--- config.mk ---
export PLATFORM = sky130hd
export DESIGN_NAME = universal_shift_reg_flat
export DESIGN_NICKNAME = d
export VERILOG_FILES = /design/src/rtl/usr_pkg.sv /design/src/rtl/universal_shift_reg_if.sv /design/src/rtl/usr_bit_cell.sv /design/src/rtl/universal_shift_reg.sv /design/src/flat_wrapper.sv
export SDC_FILE = /design/constraint.sdc
export NUM_CORES = 1
export LEC_CHECK = 0
export CAP_MARGIN = 20
export CORE_MARGIN = 2
export CORE_UTILIZATION = 25
export DETAILED_ROUTE_END_ITERATION = 16
export GPL_ROUTABILITY_DRIVEN = 0
export SLEW_MARGIN = 0
export SYNTH_ARGS = -nofsm -noshare
export SYNTH_HDL_FRONTEND = slang
export SYNTH_SLANG_ARGS = --single-unit
--- constraint.sdc ---
create_clock -name clk -period 1.7 [get_ports clk]
set_clock_uncertainty 0.2 [all_clocks]
set_input_delay 0.255 -clock clk [delete_from_list [all_inputs] [get_ports clk]]
set_output_delay 0.255 -clock clk [all_outputs]
set_load 0.01 [all_outputs]
--- src/rtl/usr_pkg.sv ---
// ============================================================================
// usr_pkg : mode encodings and per-bit cell operations for universal_shift_reg
// Rev 1.0 : initial release
// ============================================================================
`default_nettype none

package usr_pkg;

  localparam int MODE_W = 3;

  localparam logic [MODE_W-1:0] MODE_HOLD = 3'b000;
  localparam logic [MODE_W-1:0] MODE_LOAD = 3'b001;
  localparam logic [MODE_W-1:0] MODE_SHL  = 3'b010;
  localparam logic [MODE_W-1:0] MODE_SHR  = 3'b011;
  localparam logic [MODE_W-1:0] MODE_ROL  = 3'b100;
  localparam logic [MODE_W-1:0] MODE_ROR  = 3'b101;
  localparam logic [MODE_W-1:0] MODE_CLR  = 3'b110;
  localparam logic [MODE_W-1:0] MODE_INV  = 3'b111;

  // Per-cell next-value source; shifts and rotates share TAKE_LO/TAKE_HI.
  typedef enum logic [2:0] {
    CELL_HOLD    = 3'd0,
    CELL_LOAD    = 3'd1,
    CELL_TAKE_LO = 3'd2,
    CELL_TAKE_HI = 3'd3,
    CELL_CLR     = 3'd4,
    CELL_INV     = 3'd5
  } cell_op_t;

endpackage

`default_nettype wire

--- src/rtl/universal_shift_reg_if.sv ---
// ============================================================================
// universal_shift_reg_if : command and status bundle of universal_shift_reg
// Rev 1.0 : initial release
// ============================================================================
`default_nettype none

interface universal_shift_reg_if #(
  parameter int WIDTH = 8,
  parameter int CNT_W = $clog2(WIDTH + 1)
) ();
  import usr_pkg::*;

  logic                preset;
  logic                en;
  logic [MODE_W-1:0]   mode;
  logic [WIDTH-1:0]    d;
  logic                sin_l;
  logic                sin_r;
  logic [WIDTH-1:0]    q;
  logic                sout_l;
  logic                sout_r;
  logic [CNT_W-1:0]    shift_cnt;
  logic                zero;

  modport master (
    output preset, en, mode, d, sin_l, sin_r,
    input  q, sout_l, sout_r, shift_cnt, zero
  );

  modport slave (
    input  preset, en, mode, d, sin_l, sin_r,
    output q, sout_l, sout_r, shift_cnt, zero
  );

endinterface

`default_nettype wire

--- src/rtl/usr_bit_cell.sv ---
// ============================================================================
// usr_bit_cell : one storage bit with next-value mux, sync reset and preset
// Rev 1.0 : initial release
// ============================================================================
`default_nettype none

module usr_bit_cell
  import usr_pkg::*;
(
  input  wire logic     clk,
  input  wire logic     reset,
  input  wire logic     preset,
  input  wire logic     preset_bit,
  input  wire cell_op_t op,
  input  wire logic     left_in,
  input  wire logic     right_in,
  input  wire logic     d_bit,
  output logic          q
);

  logic r_q;

  always_ff @(posedge clk) begin
    if (reset) begin
      r_q <= 1'b0;
    end else if (preset) begin
      r_q <= preset_bit;
    end else begin
      case (op)
        CELL_LOAD:    r_q <= d_bit;
        CELL_TAKE_LO: r_q <= right_in;
        CELL_TAKE_HI: r_q <= left_in;
        CELL_CLR:     r_q <= 1'b0;
        CELL_INV:     r_q <= ~r_q;
        default:      r_q <= r_q;
      endcase
    end
  end

  assign q = r_q;

endmodule

`default_nettype wire

--- src/rtl/universal_shift_reg.sv ---
// ============================================================================
// universal_shift_reg : WIDTH-bit load/shift/rotate/clear/invert register
//                       with saturating shift counter and zero flag.
//                       Define USR_ROTATE_EN to enable ROL/ROR modes.
// Rev 1.0 : initial release
// ============================================================================
`default_nettype none

module universal_shift_reg
  import usr_pkg::*;
#(
  parameter int               WIDTH      = 8,
  parameter logic [WIDTH-1:0] PRESET_VAL = '1,
  parameter int               CNT_W      = $clog2(WIDTH + 1)
) (
  input wire logic              clk,
  input wire logic              reset,
  universal_shift_reg_if.slave  bus
);

  localparam logic [CNT_W-1:0] c_cnt_max = CNT_W'(WIDTH);

  cell_op_t         w_op;
  logic             w_shift;
  logic             w_cnt_clr;
  logic             w_lo_in;
  logic             w_hi_in;
  logic [WIDTH-1:0] w_q;
  logic [WIDTH-1:0] w_from_lo;
  logic [WIDTH-1:0] w_from_hi;
  logic [CNT_W-1:0] r_cnt;

`ifdef USR_ROTATE_EN
  logic w_rot;
`endif

  always_comb begin
    w_op      = CELL_HOLD;
    w_shift   = 1'b0;
    w_cnt_clr = 1'b0;
`ifdef USR_ROTATE_EN
    w_rot     = 1'b0;
`endif
    if (bus.en) begin
      case (bus.mode)
        MODE_LOAD: begin w_op = CELL_LOAD;    w_cnt_clr = 1'b1; end
        MODE_SHL:  begin w_op = CELL_TAKE_LO; w_shift   = 1'b1; end
        MODE_SHR:  begin w_op = CELL_TAKE_HI; w_shift   = 1'b1; end
`ifdef USR_ROTATE_EN
        MODE_ROL:  begin w_op = CELL_TAKE_LO; w_shift = 1'b1; w_rot = 1'b1; end
        MODE_ROR:  begin w_op = CELL_TAKE_HI; w_shift = 1'b1; w_rot = 1'b1; end
`endif
        MODE_CLR:  begin w_op = CELL_CLR;     w_cnt_clr = 1'b1; end
        MODE_INV:  w_op = CELL_INV;
        default:   w_op = CELL_HOLD;
      endcase
    end
  end

  // End cells see the serial inputs, or the wrapped opposite end when rotating.
`ifdef USR_ROTATE_EN
  assign w_lo_in = w_rot ? w_q[WIDTH-1] : bus.sin_l;
  assign w_hi_in = w_rot ? w_q[0]       : bus.sin_r;
`else
  assign w_lo_in = bus.sin_l;
  assign w_hi_in = bus.sin_r;
`endif

  assign w_from_lo = {w_q[WIDTH-2:0], w_lo_in};
  assign w_from_hi = {w_hi_in, w_q[WIDTH-1:1]};

  generate
    for (genvar i = 0; i < WIDTH; i++) begin : g_bit
      usr_bit_cell u_cell (
        .clk        (clk),
        .reset      (reset),
        .preset     (bus.preset),
        .preset_bit (PRESET_VAL[i]),
        .op         (w_op),
        .left_in    (w_from_hi[i]),
        .right_in   (w_from_lo[i]),
        .d_bit      (bus.d[i]),
        .q          (w_q[i])
      );
    end
  endgenerate

  always_ff @(posedge clk) begin
    if (reset || bus.preset || w_cnt_clr) begin
      r_cnt <= '0;
    end else if (w_shift && (r_cnt != c_cnt_max)) begin
      r_cnt <= r_cnt + 1'b1;
    end
  end

  assign bus.q         = w_q;
  assign bus.sout_l    = w_q[WIDTH-1];
  assign bus.sout_r    = w_q[0];
  assign bus.shift_cnt = r_cnt;
  assign bus.zero      = (w_q == '0);

endmodule

`default_nettype wire

--- src/flat_wrapper.sv ---
// flat-port wrapper written by rule: the top's interface ports become plain ports
module universal_shift_reg_flat import usr_pkg::*;
#(
  parameter int               WIDTH      = 8,
  parameter logic [WIDTH-1:0] PRESET_VAL = '1,
  parameter int               CNT_W      = $clog2(WIDTH + 1)
)
  (clk, reset, bus_preset, bus_en, bus_mode, bus_d, bus_sin_l, bus_sin_r, bus_q, bus_sout_l, bus_sout_r, bus_shift_cnt, bus_zero);
  universal_shift_reg_if #(.WIDTH(WIDTH), .CNT_W(CNT_W)) bus_i ();
  input wire logic clk;
  input wire logic reset;
  input wire logic [$bits(bus_i.preset)-1:0] bus_preset;
  input wire logic [$bits(bus_i.en)-1:0] bus_en;
  input wire logic [$bits(bus_i.mode)-1:0] bus_mode;
  input wire logic [$bits(bus_i.d)-1:0] bus_d;
  input wire logic [$bits(bus_i.sin_l)-1:0] bus_sin_l;
  input wire logic [$bits(bus_i.sin_r)-1:0] bus_sin_r;
  output wire logic [$bits(bus_i.q)-1:0] bus_q;
  output wire logic [$bits(bus_i.sout_l)-1:0] bus_sout_l;
  output wire logic [$bits(bus_i.sout_r)-1:0] bus_sout_r;
  output wire logic [$bits(bus_i.shift_cnt)-1:0] bus_shift_cnt;
  output wire logic [$bits(bus_i.zero)-1:0] bus_zero;
  assign bus_i.preset = bus_preset;
  assign bus_i.en = bus_en;
  assign bus_i.mode = bus_mode;
  assign bus_i.d = bus_d;
  assign bus_i.sin_l = bus_sin_l;
  assign bus_i.sin_r = bus_sin_r;
  assign bus_q = bus_i.q;
  assign bus_sout_l = bus_i.sout_l;
  assign bus_sout_r = bus_i.sout_r;
  assign bus_shift_cnt = bus_i.shift_cnt;
  assign bus_zero = bus_i.zero;
  universal_shift_reg #(.WIDTH(WIDTH), .PRESET_VAL(PRESET_VAL), .CNT_W(CNT_W)) u_core (.clk(clk), .reset(reset), .bus(bus_i));
endmodule
# Yosys cells after proc, flatten, opt, wreduce, memory -nomap -nowiden
# Index checks and enable logic that the tools add are counted.
# word_totals
register_bits	12
input_bits	17
output_inout_bits	15
wordCells	58
# op_classes
addsub	1
eq_ne	11
mux	22
bitwise_logic	8
n_reduce_logical	7
# op_table
cell	count
case mux 1 bit (5 select lines)	8
case mux 3 bit (5 select lines)	1
equality test 3 x 2 -> 1 bit (second input constant)	4
equality test 3 bit (second input constant)	4
2-to-1 mux 1 bit	12
zero test 8 bit	1
NOT 1 bit	8
equality test 3 x 1 -> 1 bit (second input constant)	2
nonzero test 6 bit	1
adder 4 x 1 -> 4 bit (second input constant)	1
inequality test 4 bit (second input constant)	1
OR reduction 2 bit	2
2-to-1 mux 3 bit	1
logical OR 1 bit	2
logical AND 1 bit	1

# Longest topological paths before layout
# Gate-level depths: netlist of run 1.
# logic_depth
word_depth	6
depth_mapped	6
ltp_nobuf	6

# By module
# From an unflattened synthesis of run 1, not the netlist that was laid out.
# hier_totals
hier_cells	135
hier_area_um2	1103.6
# by_module_without_submodules
mod	n_inst	cells_each	area_per_inst_um2	seq_area_each_um2
usr_bit_cell	8	12	96.3	20.0
universal_shift_reg	1	39	332.8	80.1

# Worst setup path before layout of run 1
# No wires, ideal clock.
# synth_timing
path_kind	register -> output
start	reg u_core.g_bit[0].u_cell.r_q
end	out bus_zero
t_arrival_ns	1.027
slack_ns	0.218
path_stages_with_launch	3
path_cell_list	dfxtp_1 or4_1 nor2_1
# synth_between
elab_chain_cells	1
# synth_lines
item	line_no	rtl
from (decl)	usr_bit_cell.sv:21	logic r_q;
from (signal assigned)	usr_bit_cell.sv:27	r_q <= preset_bit;
from (signal assigned)	usr_bit_cell.sv:30	CELL_LOAD: r_q <= d_bit;
from (signal assigned)	usr_bit_cell.sv:31	CELL_TAKE_LO: r_q <= right_in;
zero test 8 bit	universal_shift_reg.sv:100	assign bus.zero = (w_q == '0);
to (decl)	flat_wrapper.sv:22	output wire logic [$bits(bus_i.zero)-1:0] bus_zero;
# Every way passes these cells.

# Worst setup path after layout of run 1
# layout_timing
start	reg u_core.g_bit[7].u_cell.r_q
end	out bus_zero
# layout_between
elab_chain_cells	1
# layout_lines
item	line_no
from (decl)	usr_bit_cell.sv:21
from (signal assigned)	usr_bit_cell.sv:27
from (signal assigned)	usr_bit_cell.sv:30
from (signal assigned)	usr_bit_cell.sv:31
zero test 8 bit	universal_shift_reg.sv:100
# Every way passes these cells.

==> metrics.txt, run 1 <==
CP Launch Type=register; Peak VDD IR=between 0.2 and 0.3 mV; Seq. cell area=approximately 250 um^2; # diodes=0; Area Overhead vs Synth=54.1%; port bufs=31; H-tree levels=1; Avg WL per Cell=around 13 um; layout cell share with drive strength beyond 1=25.0%; CP Capture Type=primary output; 1st-pass router iterations=4; Period minus WS final=about 1.8 ns; CTS Hold Bufs=0; final worst setup slack=-0.0884 ns; global-route wire length before repair=~4300 um; via count=a little over 1000; average cell area after synthesis=roughly 7.4 um^2; Synth cell types=34; Post-synth EDFFs=0; Routed WL=2630 um; worst-path cell chain=or4_4, nor2_2, buf_2; Chip Height=64.3 um; kind of critical path=reg -> out; largest net degree at the start of global routing=11; DR vias/cell=4.84; DIE AREA=4130 um^2; DR iter-0 viols=between 50 and 60; Max-Cap Viols=0; multi-input combinational cell area=roughly 560 um^2; fillers=between 300 and 400; die extent in x=between 60 and 70 um; dpl cells=206; Synth warnings=0; RSZ-0062 raised after global routing=yes; Final Cycle Share=105%; core region area=roughly 3400 um^2; I/O Pins=32; leakage=approximately 0.00063 uW; fin cells=210; HP Class=reg -> reg; post-layout util=approximately 41%; Power Dens Cells=~590 nW/um^2; CP max FO=2; FP Rows=21; vias in the first global route=942; CTS max path bufs=2; fmax=about 560 MHz; post-synth net total=~140; Initial Util=a little over a quarter; synthesis-stage register bit count=12; Worst-Margin Slew=0.336 ns; root buf cell=clkbuf_4; initial antenna violation count=0; Clock Pin Slew Worst Setup and Hold Paths=0.09 ns; DP Worst Slack=-0.256 ns; arrival time worst endpoint=~1.3 ns; Synth async-reset ratio=0%; post-route ant nets=0; Num CTS Buffers=3; Crit path max-delay family=simple AND/OR/NAND/NOR gates; slowest CP cell=or4_4; final number of setup-violating endpoints=1; Final #Nets=around 180; drt drc=0; critical path required time=between 1 and 1.5 ns; DP HPWL=2030 um; crit path buf inv count=1; total track usage=between 10% and 20%; synthesized cell area=around 910 um^2; failing checks=setup timing; GRT overflow=0; synthesized instance count=~120; Fin. Hold Viols=0; sequential area share after synthesis=a little over a quarter; TritonCTS sink count=12; status=finished, violations left; Final Max Slew Viols=0; max incr delay on CP=~0.52 ns; Top FF cell, synth=dfxtp_1; CTS tree=done; clock network latency to the later pin of the worst-skew pair=around 0.28 ns; Max-slew headroom=a little under 80%
[what timing repair did]
action,in CTS,in global routing
pin swaps,2,3
endpoints found under the hold margin,0,0
resized for setup,16,13
endpoints found under the setup margin,12,8
setup buffers,0,0
[cell type report]
class                   instances  area share, %
multi-input cells              89           40.0
well taps                      46           4.11
flip-flops and latches         12           17.6
repair buffers                 53           34.0
clock buffers                   4           2.59
inverters                       6           1.61
[sequential cells by signal, indices dropped and copies added, names as in the netlist]
| register | count |
|---|---|
| u_core.bus.shift_cnt | 4 |
| u_core.g_bit.u_cell.q | 8 |
[final timing paths]
kind                                               from                              endpoint  slack [ns]  depth (start not counted)
setup / recovery  u_core.g_bit[7].u_cell.q$_SDFFE_PP0P_                              bus_zero       -0.09                          3
hold / removal     u_core.bus.shift_cnt[2]$_SDFFE_PP0P_  u_core.bus.shift_cnt[2]$_SDFFE_PP0P_        0.35                          2
setup reg to reg   u_core.bus.shift_cnt[0]$_SDFFE_PP0P_  u_core.bus.shift_cnt[1]$_SDFFE_PP0P_        0.21                          6
hold reg to reg    u_core.bus.shift_cnt[2]$_SDFFE_PP0P_  u_core.bus.shift_cnt[2]$_SDFFE_PP0P_        0.35                          2
[cells in the mapped netlist, types with 2 or more instances]
master	count	area share (%)
a211o_1	2	1.9
a211oi_1	2	1.7
a21oi_1	5	2.8
a221oi_1	2	1.9
a2bb2oi_1	3	2.9
a311oi_1	4	3.9
buf_2	4	2.2
buf_4	9	7.4
dfxtp_1	12	26
ha_1	2	2.8
inv_1	5	2.1
nand2_1	9	3.7
nand2b_1	6	4.1
nand3b_1	2	1.7
nor2_1	20	8.3
nor3_1	4	2.2
o21ai_0	13	7.2
or4_1	2	1.7
[worst reg2reg max path, stage by stage, from the launching register on]
cell	delay, ns
dfxtp_2	0.35
inv_1	0.09
ha_1	0.16
nand2_1	0.07
o21ai_1	0.25
mux2i_1	0.22
nor2_1	0.05
[power breakdown]
group          internal [uW]  switching [uW]  total [uW]
clock                    130             102         232
combinational            150             128         278
sequential               301            9.00         310
total                    581             239         820
[through the flow]
step | setup TNS, ns | hold WS (ns) | area [um^2] | power, uW
2_1_floorplan | 0 | 0.266 | 908 | 462
3_3_place_gp | -1.99 | 0.288 | 1350 | 597
3_5_place_dp | -2.29 | 0.325 | 1350 | 599
4_1_cts | -0.0974 | 0.344 | 1370 | 815
5_1_grt | -0.132 | 0.375 | 1400 | 866
6_report | -0.0884 | 0.352 | 1400 | 820
[logic make-up after synthesis]
family	Yosys count	share of synthesized area, %
buf+inv	21	13.8
xor+xnor	2	1.93
mux	1	1.10
fa+ha+maj	2	2.75
compound gates	34	25.3
simple gates	50	28.7
flops	12	26.4
[placed cells by master (no fill, tap or decap), types with 4 or more instances in the layout]
master / instances
clkdlybuf4s50_1: 16
inv_1: 5
dfxtp_2: 5
buf_4: 21
nor3_1: 4
o21ai_0: 12
dfxtp_1: 7
nand2_1: 9
dlygate4sd2_1: 11
a21oi_1: 5
nor2_1: 19
nand2b_1: 6
[layer usage]
layer | wire (um) | part of all wire (%) | global-route usage (%)
met3 | 166 | 6.3 | 3.70
met5 | 0 | 0 | 0
met4 | 66 | 2.5 | 4.79
met2 | 1270 | 48 | 22.1
met1 | 1120 | 43 | 15.8
Power figures use the tool's default switching activity.
==> run 2: changes to the inputs <==
- CORE_MARGIN: 2 -> not set
==> metrics.txt, run 2 (synthesized netlist as in run 1, its figures left out) <==
global-route wire length before repair=4330 um (+2.0%); Peak VDD IR=0.303 mV (+6.0%); Largest register FFs=8 (unchanged); most common cell after layout, fill and taps aside=buf_4; CP max FO=2 (unchanged); WHS=0.329 ns (-0.0228 ns); postcts setup bufs=0 (unchanged); Metal-1 WL=1160 um (+3.6%); Routed WL=2700 um (+2.5%); met2 routed WL=1360 um (+7.1%); CTS tree=done; total track usage=13.9% (+0.81 points); Final #Nets=185 (+0.54%); root buf cell=clkbuf_4; DR vias/cell=4.92 (+1.7%); Seq. cell area=244 um^2 (-1.0%); fillers=379 (+4.1%); Max-slew headroom=73.4% (-4.3 points); drt drc=0 (unchanged); Power Dens Cells=586 nW/um^2 (about the same); multi-input combinational cell area=563 um^2 (+0.45%); Final Cycle Share=107% (+1.3 points); Chip Height=62.3 um (-3.1%); Worst-Margin Slew=0.395 ns (+0.0596 ns); arrival time worst endpoint=1.36 ns (+0.03 ns); 1st-pass router iterations=4 (unchanged); HP Class=reg -> reg; I/O Pins=32 (unchanged); # diodes=0 (unchanged); port bufs=31 (unchanged); CTS max path bufs=2 (unchanged); vias in the first global route=982 (+4.2%); final worst setup slack=-0.111 ns (-0.0223 ns); highest routed metal layer=met4; final number of setup-violating endpoints=1 (unchanged); Fin. Hold Viols=0 (unchanged); Avg WL per Cell=12.8 um (+2.1%); fmax=552 MHz (-1.2%); CP Capture Type=primary output; die extent in x=62.3 um (-3.1%); Max-Cap Viols=0 (unchanged); CP Launch Type=register; FP Rows=21 (unchanged); RSZ-0062 raised after global routing=yes; TritonCTS sink count=12 (unchanged); initial antenna violation count=0 (unchanged); DR iter-0 viols=31 (-45%); kind of critical path=reg -> out; status=finished, violations left; post-route ant nets=0 (unchanged); via count=1039 (+2.2%); failing checks=setup timing; GRT overflow=0 (unchanged); Final Max Slew Viols=0 (unchanged); Initial Util=26.6% (unchanged); Num CTS Buffers=3 (unchanged); layout cell share with drive strength beyond 1=24.2% (-0.76 points); Area Overhead vs Synth=54.0% (about the same); metal3 WL=127 um (-23%); DP HPWL=2100 um (+3.3%); largest net degree at the start of global routing=12 (+1); most frequent cells in the layout=buf_4, nor2_1, clkdlybuf4s50_1, o21ai_0, dlygate4sd2_1; DIE AREA=3880 um^2 (-6.1%); leakage=0.000665 uW (+5.1%); critical path required time=1.24 ns (about the same); Clock Pin Slew Worst Setup and Hold Paths=0.09 ns (about the same); post-layout util=41.0% (about the same); core region area=3420 um^2 (unchanged); H-tree levels=1 (unchanged); Period minus WS final=1.81 ns (+0.0223 ns); clock network latency to the later pin of the worst-skew pair=0.28 ns (about the same)
## run 2: final timing paths
path / slack (ns) / cells past startpoint / start / to
worst min-delay path: 0.33 / 2 / u_core.bus.shift_cnt[2]$_SDFFE_PP0P_ / u_core.bus.shift_cnt[2]$_SDFFE_PP0P_
worst max register to register: 0.11 / 6 / u_core.bus.shift_cnt[0]$_SDFFE_PP0P_ / u_core.bus.shift_cnt[1]$_SDFFE_PP0P_
worst min register to register: 0.33 / 2 / u_core.bus.shift_cnt[2]$_SDFFE_PP0P_ / u_core.bus.shift_cnt[2]$_SDFFE_PP0P_
worst max-delay path: -0.11 / 3 / u_core.g_bit[3].u_cell.q$_SDFFE_PP0P_ / bus_zero
## run 2: what timing repair did
action	4_1_cts	5_1_grt
hold buffers	0	0
endpoints found under the setup margin	13	7
resized for setup	16	10
pin swaps	0	2
## run 2: stage by stage
step,cells,setup slack [ns],setup TNS [ns],instance area [um^2],power (uW)
floorplan,122,0.218,0,908,462
global placement,207,-0.238,-2.04,1350,594
detailed placement,207,-0.245,-2.39,1350,599
CTS,211,-0.121,-0.121,1370,818
global route,211,-0.156,-0.156,1400,873
finish,211,-0.111,-0.111,1400,820
## run 2: layout make-up
| cell class | count | share of cell area (%) |
|---|---|---|
| clock buffer | 4 | 2.59 |
| timing repair buffer | 54 | 34.0 |
| inverter | 6 | 1.61 |
| sequential | 12 | 17.4 |
| multi-input combinational | 89 | 40.3 |
| tap | 46 | 4.11 |
## run 2: layer usage
metal	GRT usage (%)	vias up
li1	-	507
met1	15.7	497
met2	26.1	29
met3	3.68	6
met4	2.62	0
met5	0	-
## run 2: power by group
group / leakage [uW] / total [uW] / switching, uW / internal [uW]
logic: 0.000544 / 278 / 130 / 147
registers: 0.000101 / 309 / 9.09 / 300
clock network: 0.0000210 / 234 / 104 / 130
total: 0.000665 / 820 / 243 / 577
## run 2: worst max-delay path: stages, from the launching register on
cell     delay [ns]
dfxtp_2        0.32
or4_4          0.52
nor2_2         0.11
buf_2          0.13
==> run 3: changes to the inputs <==
- GPL_TIMING_DRIVEN: not set -> 0
==> metrics.txt, run 3 (synthesized netlist as in run 1, its figures left out) <==
DIE AREA=3880 um^2 (unchanged); root buf cell=clkbuf_4; final worst setup slack=-0.172 ns (-0.0615 ns); CTS tree=done; vias in the first global route=949 (-3.4%); CP max FO=3 (+1); Critical Path End=bus_zero; most common cell after layout, fill and taps aside=nor2_1; via count=989 (-4.8%); final number of setup-violating endpoints=2 (+1); Area Overhead vs Synth=45.7%; DP Worst Slack=-0.356 ns (-0.111 ns); fmax=534 MHz (-3.3%); RSZ-0062 raised after global routing=yes; initial antenna violation count=0 (unchanged); I/O Pins=32 (unchanged); port bufs=28 (-9.7%); leakage=0.000587 uW (-12%); FF-to-FF setup slack=0.16 ns (+0.05 ns); arrival time worst endpoint=1.42 ns (+0.06 ns); Crit path max-delay family=simple AND/OR/NAND/NOR gates; most frequent cells in the layout=nor2_1, clkdlybuf4s50_1, buf_4, o21ai_0, nand2_1; kind of critical path=reg -> out; DR vias/cell=4.85 (-1.5%); Max-slew headroom=70.1% (-3.3 points); Period minus WS final=1.87 ns (+0.0615 ns); Peak VDD IR=0.618 mV (+100%); CTS max path bufs=2 (unchanged); Avg WL per Cell=12.6 um (-1.0%); global-route wire length before repair=4200 um (-3.0%); clock network latency to the later pin of the worst-skew pair=0.28 ns (about the same); worst setup path start=u_core.g_bit[2].u_cell.q$_SDFFE_PP0P_; beginning of the worst register-to-register path=u_core.bus.shift_cnt[0]$_SDFFE_PP0P_; Routed WL=2580 um (-4.3%); setup TNS=-0.227 ns (-0.117 ns); max incr delay on CP=0.52 ns (about the same); Final Max Slew Viols=0 (unchanged); layout cell share with drive strength beyond 1=24.1% (-0.19 points); worst-path cell chain=or4_1, nor2_1, buf_2; total track usage=13.2% (-0.67 points); post-route ant nets=0 (unchanged); largest net degree at the start of global routing=11 (-1); Power Dens Cells=573 nW/um^2 (-2.3%); Worst-Margin Slew=0.448 ns (+0.0533 ns); Initial Util=26.6% (unchanged); core region area=3420 um^2 (unchanged); r2r worst-path depth=6 (unchanged); Final #Nets=179 (-3.2%); Num CTS Buffers=3 (unchanged); WHS=0.219 ns (-0.111 ns); failing checks=setup timing; Fin. Hold Viols=0 (unchanged); HP Class=in -> reg; DP HPWL=1810 um (-14%); Stages on worst setup path=3 (unchanged); 1st-pass router iterations=4 (unchanged); FP Rows=21 (unchanged); critical path required time=1.24 ns (about the same); worst flop-to-flop path endpoint=u_core.bus.shift_cnt[1]$_SDFFE_PP0P_; die extent in x=62.3 um (unchanged); Final Cycle Share=110% (+3.6 points); status=finished, violations left; post-layout util=38.8% (-2.2 points); CP Capture Type=primary output; H-tree levels=1 (unchanged); dpl cells=196 (-5.3%); crit path buf inv count=1 (unchanged); Chip Height=62.3 um (unchanged); # diodes=0 (unchanged); DR iter-0 viols=43 (+39%); slowest CP cell=or4_1; Clock Pin Slew Worst Setup and Hold Paths=0.09 ns (about the same); Max-Cap Viols=0 (unchanged); fin cells=204 (-3.3%); drt drc=0 (unchanged); CP Launch Type=register; GRT overflow=0 (unchanged); TritonCTS sink count=12 (unchanged); Largest register FFs=8 (unchanged)
[run 3: cell count changes in the layout (fill, tap and decap cells not counted), sizes merged]
cell,before,now
clkdlybuf4s50,16,17
clkbuf,4,3
dlygate4sd2,10,7
dlymetal6s2s,4,3
buf,24,21
[run 3: worst min-delay path by stage]
| stage | depth (start not counted) | startpoint | end |
|---|---|---|---|
| 6_report | 4 | bus_mode[1] | u_core.g_bit[0].u_cell.q$_SDFFE_PP0P_ |
| 5_1_grt | 2 | reset | u_core.g_bit[7].u_cell.q$_SDFFE_PP0P_ |
| 4_1_cts | 4 | bus_mode[1] | u_core.g_bit[0].u_cell.q$_SDFFE_PP0P_ |
| 3_5_place_dp | 2 | u_core.bus.shift_cnt[2]$_SDFFE_PP0P_ | u_core.bus.shift_cnt[2]$_SDFFE_PP0P_ |
| 3_3_place_gp | 2 | u_core.bus.shift_cnt[2]$_SDFFE_PP0P_ | u_core.bus.shift_cnt[2]$_SDFFE_PP0P_ |
| 2_1_floorplan | 3 | bus_mode[0] | u_core.g_bit[3].u_cell.q$_SDFFE_PP0P_ |
[run 3: routing by layer]
| layer | track usage (%) | part of all wire [%] | vias up |
|---|---|---|---|
| met5 | 0 | 0 | - |
| met4 | 2.03 | 0 | 0 |
| met3 | 3.86 | 5.5 | 0 |
| met2 | 25.7 | 50 | 37 |
| met1 | 14.2 | 44 | 459 |
| li1 | - | - | 493 |
[run 3: tightest hold or removal path, cell delays in order]
cell	delay [ns]
buf_2	0.15
nand2_1	0.08
a211o_1	0.09
a311oi_1	0.08
[run 3: what timing repair did]
action	in CTS	in global routing
hold buffers	0	0
resized for setup	23	6
pin swaps	1	1
hold endpoints to repair	0	0
endpoints found under the setup margin	16	10
cloned	0	0
buffers inserted	5	0
[run 3: final cells by class]
cell class | count | area, um^2
well taps | 46 | 57.6
multi-input cells | 89 | 544
inverters | 6 | 22.5
clock buffers | 3 | 22.5
plain buffers | 15 | 103
flip-flops and latches | 12 | 263
repair buffers | 33 | 312
fillers | 358 | 2090
[run 3: power breakdown]
group          total [uW]  internal, uW  switching [uW]
registers             325           302            22.9
logic                 248           138             109
clock network         186          82.1             104
total                 758           522             236
[run 3: through the flow]
step / cell area [um^2] / power [uW]
detailed placement: 1250 / 571
floorplan: 908 / 462
global placement: 1250 / 569
finish: 1320 / 758
global route: 1320 / 789
CTS: 1310 / 761
